<file path="config.mk">
export PLATFORM = sky130hd
export DESIGN_NAME = qos_read_scheduler_flat
export DESIGN_NICKNAME = d
export VERILOG_FILES = /design/src/rtl/qos_pkg.sv /design/src/rtl/qos_read_scheduler_if.sv /design/src/rtl/qos_age_pick.sv /design/src/rtl/qos_read_scheduler.sv /design/src/flat_wrapper.sv
export SDC_FILE = /design/constraint.sdc
export NUM_CORES = 1
export LEC_CHECK = 0
export BUFFER_PORTS_ARGS = -buffer_cell sky130_fd_sc_hd__buf_2
export CAP_MARGIN = 20
export CORE_MARGIN = 1.5
export CORE_UTILIZATION = 48
export CTS_CLUSTER_DIAMETER = 80
export DETAILED_ROUTE_END_ITERATION = 12
export PLACE_DENSITY = 0.86
export SYNTH_ARGS = -nofsm -noshare
export SYNTH_HDL_FRONTEND = slang
export SYNTH_SLANG_ARGS = --single-unit
</file>
<file path="constraint.sdc">
create_clock -name iClk -period 2.5 [get_ports iClk]
set_input_delay 0 -clock iClk [delete_from_list [all_inputs] [get_ports iClk]]
set_output_delay 0 -clock iClk [all_outputs]
set_load 0.01 [all_outputs]
</file>
<file path="src/rtl/qos_pkg.sv">
// Shared types and constants for the QoS read scheduler (qos_read_scheduler,
// qos_age_pick, qos_read_scheduler_if).
package qos_pkg;

    localparam int NQ = 5;
    localparam int QW = 3;

    typedef logic [QW-1:0] cls_t;

    localparam cls_t CLS_NORM0 = 3'd0;
    localparam cls_t CLS_NORM1 = 3'd1;
    localparam cls_t CLS_NORM2 = 3'd2;
    localparam cls_t CLS_NORM3 = 3'd3;
    localparam cls_t CLS_HIBW  = 3'd4;

    typedef enum logic [1:0] {
        IDLE = 2'd0,
        POP  = 2'd1,
        HOLD = 2'd2
    } state_e;

endpackage

</file>
<file path="src/rtl/qos_read_scheduler_if.sv">
// FIFO-bank read side plus downstream valid/ready bus of the QoS read scheduler.
interface qos_read_scheduler_if #(
    parameter int DSIZE = 32,
    parameter int NQ    = 5
);

    logic [NQ-1:0]       iEmpty;
    logic [NQ*DSIZE-1:0] iRdData;
    logic [NQ-1:0]       oRd;
    logic [DSIZE-1:0]    oData;
    qos_pkg::cls_t       oQoS;
    logic                oValid;
    logic                iReady;

    modport master (
        input  iEmpty, iRdData, iReady,
        output oRd, oData, oQoS, oValid
    );

    modport slave (
        output iEmpty, iRdData, iReady,
        input  oRd, oData, oQoS, oValid
    );

endinterface

</file>
<file path="src/rtl/qos_age_pick.sv">
// Combinational class picker: strict top class, then aged normal classes,
// then highest non-empty normal class.
module qos_age_pick #(
    parameter int NQ        = qos_pkg::NQ,
    parameter int AGE_LIMIT = 8,
    parameter int AWIDTH    = 4
) (
    input  logic [NQ-1:0]             iEmpty,
    input  logic [NQ-2:0][AWIDTH-1:0] iAge,
    output qos_pkg::cls_t             oSel,
    output logic                      oValid
);
    import qos_pkg::*;

    localparam logic [AWIDTH-1:0] AGE_MAX = AWIDTH'(AGE_LIMIT);

    always_comb begin
        oSel   = '0;
        oValid = 1'b0;
        if (!iEmpty[NQ-1]) begin
            oSel   = cls_t'(NQ - 1);
            oValid = 1'b1;
        end else begin
            // Ascending scans: the last hit is the highest index; an aged hit overrides.
            for (int unsigned k = 0; k < NQ - 1; k++) begin
                if (!iEmpty[k]) begin
                    oSel   = cls_t'(k);
                    oValid = 1'b1;
                end
            end
            for (int unsigned k = 0; k < NQ - 1; k++) begin
                if (!iEmpty[k] && (iAge[k] >= AGE_MAX)) begin
                    oSel = cls_t'(k);
                end
            end
        end
    end

endmodule

</file>
<file path="src/rtl/qos_read_scheduler.sv">
// QoS read scheduler: pops one class FIFO at a time and presents the word on
// valid/ready. Optional QOS_SCHED_STATS_EN adds grant counters and a starvation flag.
module qos_read_scheduler #(
    parameter int DSIZE     = 32,
    parameter int NQ        = qos_pkg::NQ,
    parameter int AGE_LIMIT = 8,
    parameter int AWIDTH    = 4
) (
    input  logic                 iClk,
    input  logic                 iReset,
    qos_read_scheduler_if.master bus
`ifdef QOS_SCHED_STATS_EN
    ,
    output logic [NQ*16-1:0]     oGrantCnt,
    output logic                 oStarved
`endif
);
    import qos_pkg::*;

    localparam logic [AWIDTH-1:0] AGE_MAX = AWIDTH'(AGE_LIMIT);

    state_e                    state_q, state_d;
    cls_t                      sel_q, sel_d;
    logic [NQ-1:0]             rd_q, rd_d;
    logic [DSIZE-1:0]          data_q, data_d;
    cls_t                      qos_q, qos_d;
    logic                      valid_q, valid_d;
    logic [NQ-2:0][AWIDTH-1:0] age_q, age_d;
    logic                      armed_q, armed_d;
    logic                      take;
    cls_t                      pick_sel;
    logic                      pick_valid;

    qos_age_pick #(
        .NQ        (NQ),
        .AGE_LIMIT (AGE_LIMIT),
        .AWIDTH    (AWIDTH)
    ) u_pick (
        .iEmpty (bus.iEmpty),
        .iAge   (age_q),
        .oSel   (pick_sel),
        .oValid (pick_valid)
    );

    always_comb begin
        state_d = state_q;
        sel_d   = sel_q;
        rd_d    = '0;
        data_d  = data_q;
        qos_d   = qos_q;
        valid_d = valid_q;
        age_d   = age_q;
        armed_d = 1'b1;
        take    = 1'b0;
        unique case (state_q)
            // armed_q keeps the first cycle after reset release free of any selection.
            IDLE: begin
                if (armed_q && pick_valid) begin
                    take    = 1'b1;
                    state_d = POP;
                end
            end
            POP: begin
                data_d  = bus.iRdData[int'(sel_q)*DSIZE +: DSIZE];
                qos_d   = sel_q;
                valid_d = 1'b1;
                state_d = HOLD;
            end
            HOLD: begin
                if (bus.iReady) begin
                    valid_d = 1'b0;
                    if (pick_valid) begin
                        take    = 1'b1;
                        state_d = POP;
                    end else begin
                        state_d = IDLE;
                    end
                end
            end
            default: state_d = IDLE;
        endcase
        if (take) begin
            sel_d          = pick_sel;
            rd_d[pick_sel] = 1'b1;
            for (int unsigned k = 0; k < NQ - 1; k++) begin
                if (cls_t'(k) == pick_sel || bus.iEmpty[k]) begin
                    age_d[k] = '0;
                end else if (age_q[k] < AGE_MAX) begin
                    age_d[k] = age_q[k] + 1'b1;
                end
            end
        end
    end

    always_ff @(posedge iClk or posedge iReset) begin
        if (iReset) begin
            state_q <= IDLE;
            sel_q   <= '0;
            rd_q    <= '0;
            data_q  <= '0;
            qos_q   <= '0;
            valid_q <= 1'b0;
            age_q   <= '0;
            armed_q <= 1'b0;
        end else begin
            state_q <= state_d;
            sel_q   <= sel_d;
            rd_q    <= rd_d;
            data_q  <= data_d;
            qos_q   <= qos_d;
            valid_q <= valid_d;
            age_q   <= age_d;
            armed_q <= armed_d;
        end
    end

    assign bus.oRd    = rd_q;
    assign bus.oData  = data_q;
    assign bus.oQoS   = qos_q;
    assign bus.oValid = valid_q;

`ifdef QOS_SCHED_STATS_EN
    logic [NQ-1:0][15:0] grant_q, grant_d;
    logic                starved_q, starved_d;

    always_comb begin
        grant_d   = grant_q;
        starved_d = starved_q;
        if (state_q == POP) begin
            grant_d[sel_q] = grant_q[sel_q] + 16'd1;
        end
        for (int unsigned k = 0; k < NQ - 1; k++) begin
            if (age_q[k] == AGE_MAX) begin
                starved_d = 1'b1;
            end
        end
    end

    always_ff @(posedge iClk or posedge iReset) begin
        if (iReset) begin
            grant_q   <= '0;
            starved_q <= 1'b0;
        end else begin
            grant_q   <= grant_d;
            starved_q <= starved_d;
        end
    end

    assign oGrantCnt = grant_q;
    assign oStarved  = starved_q;
`endif

endmodule

</file>
<file path="src/flat_wrapper.sv">
// flat-port wrapper written by rule: the top's interface ports become plain ports
module qos_read_scheduler_flat import qos_pkg::*;
#(
    parameter int DSIZE     = 32,
    parameter int NQ        = qos_pkg::NQ,
    parameter int AGE_LIMIT = 8,
    parameter int AWIDTH    = 4
)
  (iClk, iReset, bus_iEmpty, bus_iRdData, bus_iReady, bus_oRd, bus_oData, bus_oQoS, bus_oValid);
  qos_read_scheduler_if #(.DSIZE(DSIZE), .NQ(NQ)) bus_i ();
  input  logic iClk;
  input  logic iReset;
  input wire logic [$bits(bus_i.iEmpty)-1:0] bus_iEmpty;
  input wire logic [$bits(bus_i.iRdData)-1:0] bus_iRdData;
  input wire logic [$bits(bus_i.iReady)-1:0] bus_iReady;
  output wire logic [$bits(bus_i.oRd)-1:0] bus_oRd;
  output wire logic [$bits(bus_i.oData)-1:0] bus_oData;
  output wire logic [$bits(bus_i.oQoS)-1:0] bus_oQoS;
  output wire logic [$bits(bus_i.oValid)-1:0] bus_oValid;
  assign bus_i.iEmpty = bus_iEmpty;
  assign bus_i.iRdData = bus_iRdData;
  assign bus_i.iReady = bus_iReady;
  assign bus_oRd = bus_i.oRd;
  assign bus_oData = bus_i.oData;
  assign bus_oQoS = bus_i.oQoS;
  assign bus_oValid = bus_i.oValid;
  qos_read_scheduler #(.DSIZE(DSIZE), .NQ(NQ), .AGE_LIMIT(AGE_LIMIT), .AWIDTH(AWIDTH)) u_core (.iClk(iClk), .iReset(iReset), .bus(bus_i));
endmodule
</file>
==> results of run 1 <==
stage by stage:
step / hold slack (ns) / cell area (um2) / cells
6_report: 0.00890 / 5420 / 673
3_5_place_dp: 0.126 / 4890 / 628
2_1_floorplan: 0.0780 / 3720 / 335
3_3_place_gp: 0.121 / 4890 / 628
5_1_grt: 0.0219 / 5420 / 673
4_1_cts: 0.000373 / 5400 / 670
state kept, by name (all words and copies together) (netlist names):
register,count
u_core.age_q,16
u_core.armed_q,1
u_core.bus.oData,32
u_core.bus.oQoS,3
u_core.bus.oRd,5
u_core.bus.oValid,1
u_core.sel_q,3
u_core.state_q,2
timing repair:
| action | CTS | global route |
|---|---|---|
| endpoints found under the hold margin | 55 | 1 |
| endpoints found under the setup margin | 0 | 0 |
| hold buffers | 27 | 1 |
placed cells by master (no fill, tap or decap), drive strengths merged, types with 10 or more instances in the layout:
cell	n
mux4	32
o21ai	41
buf	218
dlygate4sd3	28
a22oi	32
a21oi	13
dfrtp	63
nor2	11
inv	15
nand2	44
clkbuf	10
routing by layer:
layer | global-route usage, % | vias up
li1 | - | 1721
met1 | 35.2 | 1822
met2 | 52.2 | 218
met3 | 6.87 | 56
met4 | 18.1 | 0
met5 | 0 | -
cell type report:
| type | instances | area (um2) |
|---|---|---|
| inverter | 16 | 60.1 |
| clock inverter | 5 | 106 |
| timing repair buffer | 246 | 1410 |
| multi-input combinational | 232 | 2000 |
| sequential | 63 | 1580 |
| tap | 99 | 124 |
| antenna | 2 | 5.00 |
| fill | 527 | 1950 |
| clock buffer | 10 | 138 |
worst max path at each step:
| stage | start | end | slack, ns |
|---|---|---|---|
| 2_1_floorplan | u_core.sel_q[0] | u_core.bus.oData[0] | 0.84 |
| 3_3_place_gp | u_core.state_q[1] | u_core.age_q[14] | 0.78 |
| 3_5_place_dp | u_core.state_q[1] | u_core.age_q[14] | 0.69 |
| 4_1_cts | bus_iEmpty[4] | u_core.age_q[11] | 0.56 |
| 5_1_grt | bus_iEmpty[4] | u_core.age_q[15] | 0.37 |
| 6_report | bus_iEmpty[4] | u_core.age_q[11] | 0.54 |
worst max-delay path, cell delays in order:
cell and delay [ns]:
dlygate4sd3_1 0.52, buf_2 0.16, nand2_1 0.09, o21ai_2 0.57, inv_1 0.30, buf_4 0.24
a41oi_1 0.22, nor2_1 0.07
cell families after synthesis:
| kind of cell | count (synthesis) | share of synthesized area [%] |
|---|---|---|
| compound gates | 111 | 20.5 |
| simple gates | 75 | 9.24 |
| flops | 63 | 42.4 |
| buf+inv | 40 | 4.23 |
| mux | 37 | 20.8 |
| fa+ha+maj | 8 | 2.69 |
| other cells | 1 | 0.101 |
power groups by stage:
stage	Sequential, mW	Combinational [mW]	Clock [mW]
finish	1.71	2.73	1.08
detailed placement	1.72	2.69	0
global route	1.75	3.01	1.14
global placement	1.70	2.57	0
CTS	1.70	2.73	1.10
floorplan	1.78	1.70	0
==> flow_metrics.py, run 1 <==
metrics = {
    "logic_synthesis": {
        "synthFlopType": "dfrtp_1",
        "ys_ff_latch": 63,
        "seq_area_frac_synth_pct": 42.4,
        "synth_edf_count": 0,
        "netlist_instances": 335,
        "synth.most_common_cell": "dfrtp_1",
        "synth_common_cells": "dfrtp_1 (63), nand2_1 (44), a22oi_1 (32), mux4_2 (32), o21ai_0 (31)",
        "syn_avg_cell_area_um2": 11.1,
        "synth_area_leader_cell": "dfrtp_1",
        "ys_types": 44,
        "ys_top_cells_by_area": "dfrtp_1 (42%), mux4_2 (19%), a22oi_1 (6.5%), nand2_1 (4.4%), o21ai_0 (4.2%)",
        "synth_top_area_share_pct": 42.4,
        "async_flop_share_pct": 100,
        "synth_nets": 511,
        "yosysWarnings": 0,
        "syn_area_um2": 3720,
    },
    "clock_tree": {
        "root_buffer": "clkbuf_8",
        "clockBufferDepth": 2,
        "clkTransAtPathRegs_ns": 0.08,
        "cts_sinks": 63,
        "postCtsResizedCells": 0,
        "clk_latency_ns": 0.33,
        "htreeDepth": 3,
        "cts_tree": "done",
        "cts_setup_buffers": 0,
        "numCtsBuffers": 9,
    },
    "finish": {
        "area_growth_pct": 45.5,
        "final_core_util_pct": 73.5,
        "drive_above_1_share_pct": 50.0,
        "nNetsFinal": 744,
    },
    "die": {
        "die_area_um2": 8290,
        "start_util_pct": 50.5,
        "rows": 31,
        "die_w_um": 91.1,
        "ios": 209,
        "core_um2": 7370,
        "die_y_um": 91.1,
    },
    "power": {
        "power_density_nw_per_um2": 1020,
        "clockPowerShare_pct": 19.6,
        "p_leak_nw": 2.70,
        "comb_power_share_pct": 49.5,
        "p_int_mw": 3.37,
        "seqPwrFrac_pct": 30.9,
        "netSwitchingFraction_pct": 39.0,
        "total_power_mw": 5.52,
        "p_sw_mw": 2.15,
        "peakVddDrop_v": 0.000656,
    },
    "place": {
        "dpl.hpwl_mm": 9.50,
        "routabilityCongestion": 0.934,
        "io_buffers": 208,
        "place_ws_ns": 0.692,
    },
    "timing": {
        "timing.fmax_mhz": 510,
        "layout_setup_ws_ns": 0.538,
        "setup_tns_ns": 0,
        "finalCritPeriodShare_pct": 78.5,
        "worstMarginPinSlew_ns": 0.817,
        "finalHoldViolCount": 0,
        "fin_crit_ns": 1.96,
        "slew_violations": 0,
        "rsz0062_at_grt": "no",
        "slew_headroom_pct": 45.5,
        "finalSetupViolCount": 0,
        "finalClockSkew_ns": 0.00774,
    },
    "worst_setup_path": {
        "cp_max_fo": 19,
        "arrival_ns": 2.17,
        "critPathKind": "primary input to register",
        "required_ns": 2.71,
        "r2r_slack_ns": 0.67,
        "rr_worst_depth": 6,
        "reg2reg_to": "u_core.age_q[14]",
        "critPathLaunchType": "primary input",
        "end_kind": "register",
        "rr_startpoint": "u_core.state_q[1]",
    },
    "detailed_routing": {
        "top_layer": "met4",
        "drc": 0,
        "postRouteAntennaNets": 0,
        "met1_length_mm": 4.55,
        "wl_per_cell_um": 18.6,
        "dr.pass1.iters": 5,
        "routed_wirelength_mm": 12.6,
        "wl_met2_mm": 6.43,
        "route.met3.wl_um": 901,
        "vias": 3817,
        "drt_iter0_drc": 221,
        "vias_per_cell": 5.67,
    },
    "grt": {
        "overflow": 0,
        "grt.total_usage_pct": 30.7,
        "antenna_found_initial": 2,
        "first_global_vias": 3998,
        "grt_max_degree": 50,
        "grt_pass1_wl_mm": 19.7,
    },
    "hold_path": {
        "hold_class": "primary input to register",
        "hold_depth": 3,
        "min_to": "u_core.bus.oData[31]",
        "min-delay-start": "bus_iRdData[159]",
    },
    "run": {
        "cap_violations": 0,
    },
    "status": {
        "status": "complete, no violations",
    },
}
Power figures use the tool's default switching activity.
==> run 2, diff against run 1 <==
--- a/config.mk
+++ b/config.mk
@@ -8,10 +8,10 @@
 export BUFFER_PORTS_ARGS = -buffer_cell sky130_fd_sc_hd__buf_2
 export CAP_MARGIN = 20
 export CORE_MARGIN = 1.5
-export CORE_UTILIZATION = 48
+export CORE_UTILIZATION = 45
 export CTS_CLUSTER_DIAMETER = 80
 export DETAILED_ROUTE_END_ITERATION = 12
-export PLACE_DENSITY = 0.86
+export PLACE_DENSITY = 0.81
 export SYNTH_ARGS = -nofsm -noshare
 export SYNTH_HDL_FRONTEND = slang
 export SYNTH_SLANG_ARGS = --single-unit
==> constraint.sdc (replaced) <==
create_clock -name iClk -period 1.9 [get_ports iClk]
set_input_delay 0 -clock iClk [delete_from_list [all_inputs] [get_ports iClk]]
set_output_delay 0 -clock iClk [all_outputs]
set_load 0.01 [all_outputs]
==> run 2 against run 1 <==
  * Sequential power is 30% higher
  * Critical path type is now register to register
  * Die area is 6.4% higher
  * Cell count is 0.89% higher
  * Critical endpoint is now u_core.age_q[9]
  * First-iteration DRC count is 3.6% lower
  * Sequential cell count stayed put
  * Global-route usage is 2.0 points lower
==> flow_metrics.py, run 2 (synthesis gave the netlist of run 1 again) <==
metrics = {
    "status": {
        "status": "complete, no violations",
    },
    "power": {
        "peakVddDrop_v": 0.000848,
        "power_density_nw_per_um2": 1290,
        "total_power_mw": 7.01,
        "p_leak_nw": 2.70,
    },
    "finish": {
        "drive_above_1_share_pct": 50.3,
        "final_common_cell": "buf_2",
        "fin_area_um2": 5440,
        "final_cell_mix": "buf_2 (208), dfrtp_1 (62), nand2_1 (44), mux4_2 (32), a22oi_1 (32)",
        "nNetsFinal": 746,
        "largest_register_ffs": 32,
        "area_growth_pct": 46.0,
        "final_core_util_pct": 69.3,
    },
    "timing": {
        "rsz0062_at_grt": "no",
        "layout_setup_ws_ns": 0.140,
        "finalSetupViolCount": 0,
        "slew_headroom_pct": 66.0,
        "fin_crit_ns": 1.76,
        "finalHoldViolCount": 0,
        "timing.fmax_mhz": 568,
        "finalClockSkew_ns": 0.0143,
        "finalCritPeriodShare_pct": 92.6,
        "setup_tns_ns": 0,
        "worstMarginPinSlew_ns": 0.509,
        "slew_violations": 0,
    },
    "die": {
        "core_um2": 7850,
        "die_area_um2": 8830,
        "die_y_um": 94.0,
        "start_util_pct": 47.4,
        "ios": 209,
        "die_w_um": 94.0,
        "rows": 32,
    },
    "grt": {
        "overflow": 0,
        "grt_util_met3_pct": 6.72,
        "grt_max_degree": 63,
        "grt_pass1_wl_mm": 19.1,
        "grt-busiest-layer": "met2",
        "use_met2_pct": 48.4,
        "first_global_vias": 3887,
        "antenna_found_initial": 1,
        "use_met1_pct": 32.8,
        "grt.total_usage_pct": 28.7,
    },
    "place": {
        "placement.cell_area_um2": 4930,
        "routabilityCongestion": 0.891,
        "place_ws_ns": 0.155,
        "dpl.hpwl_mm": 9.02,
        "io_buffers": 208,
    },
    "hold_path": {
        "min-delay-start": "bus_iRdData[143]",
        "hold_depth": 3,
        "min_to": "u_core.bus.oData[15]",
        "hold_class": "primary input to register",
    },
    "detailed_routing": {
        "dr.pass1.iters": 5,
        "vias": 3839,
        "drc": 0,
        "routed_wirelength_mm": 12.6,
        "drt_iter0_drc": 213,
        "postRouteAntennaNets": 0,
        "vias_per_cell": 5.65,
        "wl_per_cell_um": 18.5,
    },
    "worst_setup_path": {
        "cpPeakStageDelay_ns": 0.46,
        "required_ns": 2.13,
        "end_kind": "register",
        "cp_max_fo": 6,
        "rr_startpoint": "u_core.age_q[7]",
        "critPathLaunchType": "register",
        "cp-startpoint": "u_core.age_q[7]",
        "critPathTopFamily": "compound AO/OA/AOI/OAI gates",
        "reg2reg_to": "u_core.age_q[9]",
        "cpMaxStageDelayCell": "dfrtp_1",
        "arrival_ns": 1.99,
        "cp.buffers_inverters": 0,
        "r2r_slack_ns": 0.14,
        "critPathKind": "register to register",
        "rr_worst_depth": 6,
        "crit_chain": "nand2b_4 > a21oi_2 > o32a_4 > o21ba_4 > a21o_1 > a32o_2",
    },
    "clock_tree": {
        "cts_sinks": 63,
        "cts_setup_buffers": 0,
        "root_buffer": "clkbuf_8",
        "cts_tree": "done",
        "clkTransAtPathRegs_ns": 0.07,
        "clockBufferDepth": 2,
        "htreeDepth": 3,
        "numCtsBuffers": 9,
        "clk_latency_ns": 0.34,
    },
    "run": {
        "cap_violations": 0,
    },
}
## run 2: changes by cell type in the layout (fill, tap and decap cells not counted)
cell / change
buf_12: +3
buf_4: -3
bufinv_16: -3
clkbuf_8: +3
a21oi_1: -2
a21oi_2: +2
dlygate4sd3_1: +2
clkbuf_1: +1
clkinv_2: +1
clkinv_4: -1
inv_1: -1
inv_2: +1
## run 2: how the worst max path moves through the flow
stage | end | slack [ns] | depth (start not counted)
2_1_floorplan | u_core.bus.oData[0] | 0.24 | 5
3_3_place_gp | u_core.age_q[9] | 0.22 | 6
3_5_place_dp | u_core.age_q[4] | 0.16 | 6
4_1_cts | u_core.age_q[4] | 0.12 | 6
5_1_grt | u_core.age_q[4] | 0.01 | 6
6_report | u_core.age_q[9] | 0.14 | 6
## run 2: metrics by stage
step / hold slack [ns] / cells
floorplan: 0.0780 / 335
global placement: 0.0538 / 631
detailed placement: 0.0640 / 631
CTS: 0.000172 / 677
global route: 0.0165 / 678
finish: 0.0186 / 679
## run 2: where the power goes
| part | total (mW) | internal (mW) | switching, mW |
|---|---|---|---|
| sequential | 2.23 | 1.88 | 0.355 |
| clock | 1.11 | 0.615 | 0.496 |
| combinational | 3.67 | 1.72 | 1.95 |
| total | 7.01 | 4.21 | 2.80 |
## run 2: final cells by class
class / count / area (um2)
Fill cell: 605 / 2410
Clock buffer: 14 / 183
Antenna cell: 2 / 5.00
Tap cell: 102 / 128
Sequential cell: 63 / 1580
Clock inverter: 2 / 12.5
Multi-Input combinational cell: 232 / 2000
Timing Repair Buffer: 248 / 1470
Inverter: 16 / 60.1
## run 2: repair_timing
| item | 4_1_cts | 5_1_grt |
|---|---|---|
| hold buffers | 30 | 0 |
| gates resized for setup | 0 | 3 |
| setup endpoints to repair | 0 | 2 |
| endpoints found under the hold margin | 51 | 0 |
## run 2: per-layer routing
metal	wire length, um	up-vias	share of wire (%)
li1	-	1730	-
met1	4530	1838	36
met5	0	-	0
met4	622	0	4.9
met3	1010	52	8.0
met2	6430	219	51
## run 2: worst reg2reg max path: stages, from the launching register on
cell      delay [ns]
dfrtp_1         0.46
nand2b_4        0.14
a21oi_2         0.08
o32a_4          0.35
o21ba_4         0.23
a21o_1          0.19
a32o_2          0.21
==> run 3, diff against run 2 <==
--- a/config.mk
+++ b/config.mk
@@ -12,6 +12,7 @@
 export CTS_CLUSTER_DIAMETER = 80
 export DETAILED_ROUTE_END_ITERATION = 12
 export PLACE_DENSITY = 0.81
+export SETUP_SLACK_MARGIN = 0.2
 export SYNTH_ARGS = -nofsm -noshare
 export SYNTH_HDL_FRONTEND = slang
 export SYNTH_SLANG_ARGS = --single-unit
==> run 3 against run 2 <==
  * Wire length grew 1.5%
  * Critical path depth unchanged
  * Critical endpoint unchanged
  * First-iteration DRC count up 6.1%
  * Highest routed layer unchanged
  * Combinational power up 2%
==> flow_metrics.py, run 3 (synthesis gave the netlist of run 1 again) <==
metrics = {
    "grt": {
        "antenna_found_initial": 1,
        "grt.total_usage_pct": 28.8,
        "grt_max_degree": 63,
        "first_global_vias": 3897,
        "overflow": 0,
        "grt_pass1_wl_mm": 19.2,
    },
    "clock_tree": {
        "clockBufferDepth": 2,
        "htreeDepth": 3,
        "cts_sinks": 63,
        "root_buffer": "clkbuf_8",
        "clk_latency_ns": 0.34,
        "clkTransAtPathRegs_ns": 0.07,
        "cts_tree": "done",
        "numCtsBuffers": 9,
    },
    "detailed_routing": {
        "vias_per_cell": 5.70,
        "routed_wirelength_mm": 12.8,
        "vias": 3893,
        "drt_iter0_drc": 226,
        "wl_per_cell_um": 18.7,
        "dr.pass1.iters": 5,
        "postRouteAntennaNets": 0,
        "drc": 0,
    },
    "worst_setup_path": {
        "critPathLaunchType": "register",
        "reg2reg_to": "u_core.age_q[9]",
        "rr_worst_depth": 6,
        "cp.buffers_inverters": 0,
        "cp_max_fo": 6,
        "required_ns": 2.13,
        "crit_chain": "nand2b_4 > a21oi_4 > o32a_4 > o21ba_4 > a21o_1 > a32o_2",
        "critPathKind": "register to register",
        "cpPeakStageDelay_ns": 0.44,
        "r2r_slack_ns": 0.18,
        "end_kind": "register",
        "critPathTopFamily": "compound AO/OA/AOI/OAI gates",
        "arrival_ns": 1.95,
        "cpMaxStageDelayCell": "dfrtp_2",
        "rr_startpoint": "u_core.age_q[7]",
    },
    "die": {
        "rows": 32,
        "ios": 209,
        "die_y_um": 94.0,
        "core_um2": 7850,
        "start_util_pct": 47.4,
        "die_w_um": 94.0,
        "die_area_um2": 8830,
    },
    "timing": {
        "worstMarginPinSlew_ns": 0.519,
        "finalHoldViolCount": 0,
        "slew_violations": 0,
        "slew_headroom_pct": 65.3,
        "finalClockSkew_ns": 0.0126,
        "rsz0062_at_grt": "yes",
        "finalSetupViolCount": 0,
        "setup_tns_ns": 0,
        "fin_crit_ns": 1.72,
        "finalCritPeriodShare_pct": 90.6,
        "timing.fmax_mhz": 581,
    },
    "hold_path": {
        "min-delay-start": "bus_iRdData[143]",
        "hold_class": "primary input to register",
        "hold_depth": 3,
        "min_to": "u_core.bus.oData[15]",
    },
    "place": {
        "dpl.hpwl_mm": 9.02,
        "io_buffers": 208,
        "routabilityCongestion": 0.891,
    },
    "power": {
        "total_power_mw": 7.09,
        "p_leak_nw": 2.72,
        "peakVddDrop_v": 0.000865,
        "power_density_nw_per_um2": 1290,
    },
    "finish": {
        "largest_register_ffs": 32,
        "fillers": 591,
        "final_cell_mix": "buf_2 (208), dfrtp_1 (60), nand2_1 (44), mux4_2 (32), a22oi_1 (32)",
        "nNetsFinal": 750,
        "area_growth_pct": 48.1,
        "drive_above_1_share_pct": 51.8,
        "final_common_cell": "buf_2",
    },
    "status": {
        "status": "complete, no violations",
    },
    "run": {
        "cap_violations": 0,
    },
}
-- run 3: cell types whose count changed in the layout (fill, tap and decap cells not counted), sizes merged --
cell	delta
buf	+4
-- run 3: tightest hold or removal path, stage by stage --
cell and delay, ns:
buf_2 0.08, a22oi_1 0.08, o21ai_1 0.14
-- run 3: final cells by class --
type                       instances  area (um2)  share of cell area (%)
multi-input combinational        232        2050                    37.2
sequential                        63        1580                    28.7
timing repair buffer             252        1500                    27.1
clock buffer                      14         183                    3.31
tap                              102         128                    2.31
inverter                          16        60.1                    1.09
clock inverter                     2        12.5                   0.227
antenna                            2        5.00                  0.0908
-- run 3: stage by stage --
step                hold WS [ns]  instance area (um2)  instances  setup WS [ns]  util, %
global route              0.0166                 5510        682         0.0708     70.2
detailed placement        0.0640                 4930        631          0.155     62.8
CTS                     0.000172                 5450        679          0.192     69.4
floorplan                 0.0780                 3720        335          0.238        -
finish                    0.0166                 5510        683          0.179     70.3
global placement          0.0538                 4930        631          0.221     62.8
-- run 3: what timing repair did --
item                       CTS  global route
setup endpoints to repair    7            11
pin swaps                    1             2
setup buffers                2             2
gates resized for setup      4             9
hold endpoints to repair    51             0
cloned                       0             0
hold buffers                30             0
-- run 3: worst max-delay path by stage --
| stage | startpoint | endpoint | slack [ns] | cells past startpoint |
|---|---|---|---|---|
| finish | u_core.age_q[7] | u_core.age_q[9] | 0.18 | 6 |
| global route | u_core.age_q[3] | u_core.age_q[4] | 0.07 | 6 |
| CTS | u_core.age_q[7] | u_core.age_q[9] | 0.19 | 6 |
| detailed placement | u_core.age_q[7] | u_core.age_q[4] | 0.16 | 6 |
| global placement | u_core.age_q[7] | u_core.age_q[9] | 0.22 | 6 |
| floorplan | u_core.sel_q[0] | u_core.bus.oData[0] | 0.24 | 5 |
-- run 3: power by group --
group          internal, mW  switching [mW]
clock                 0.615           0.492
combinational          1.76            1.99
sequential             1.88           0.354
-- run 3: per-layer routing --
| metal | GRT usage [%] | routed length, um | vias up |
|---|---|---|---|
| met5 | 0 | 0 | - |
| met4 | 18.0 | 716 | 0 |
| met3 | 6.72 | 1040 | 60 |
| met2 | 48.7 | 6530 | 235 |
| met1 | 32.8 | 4490 | 1860 |
| li1 | - | - | 1738 |
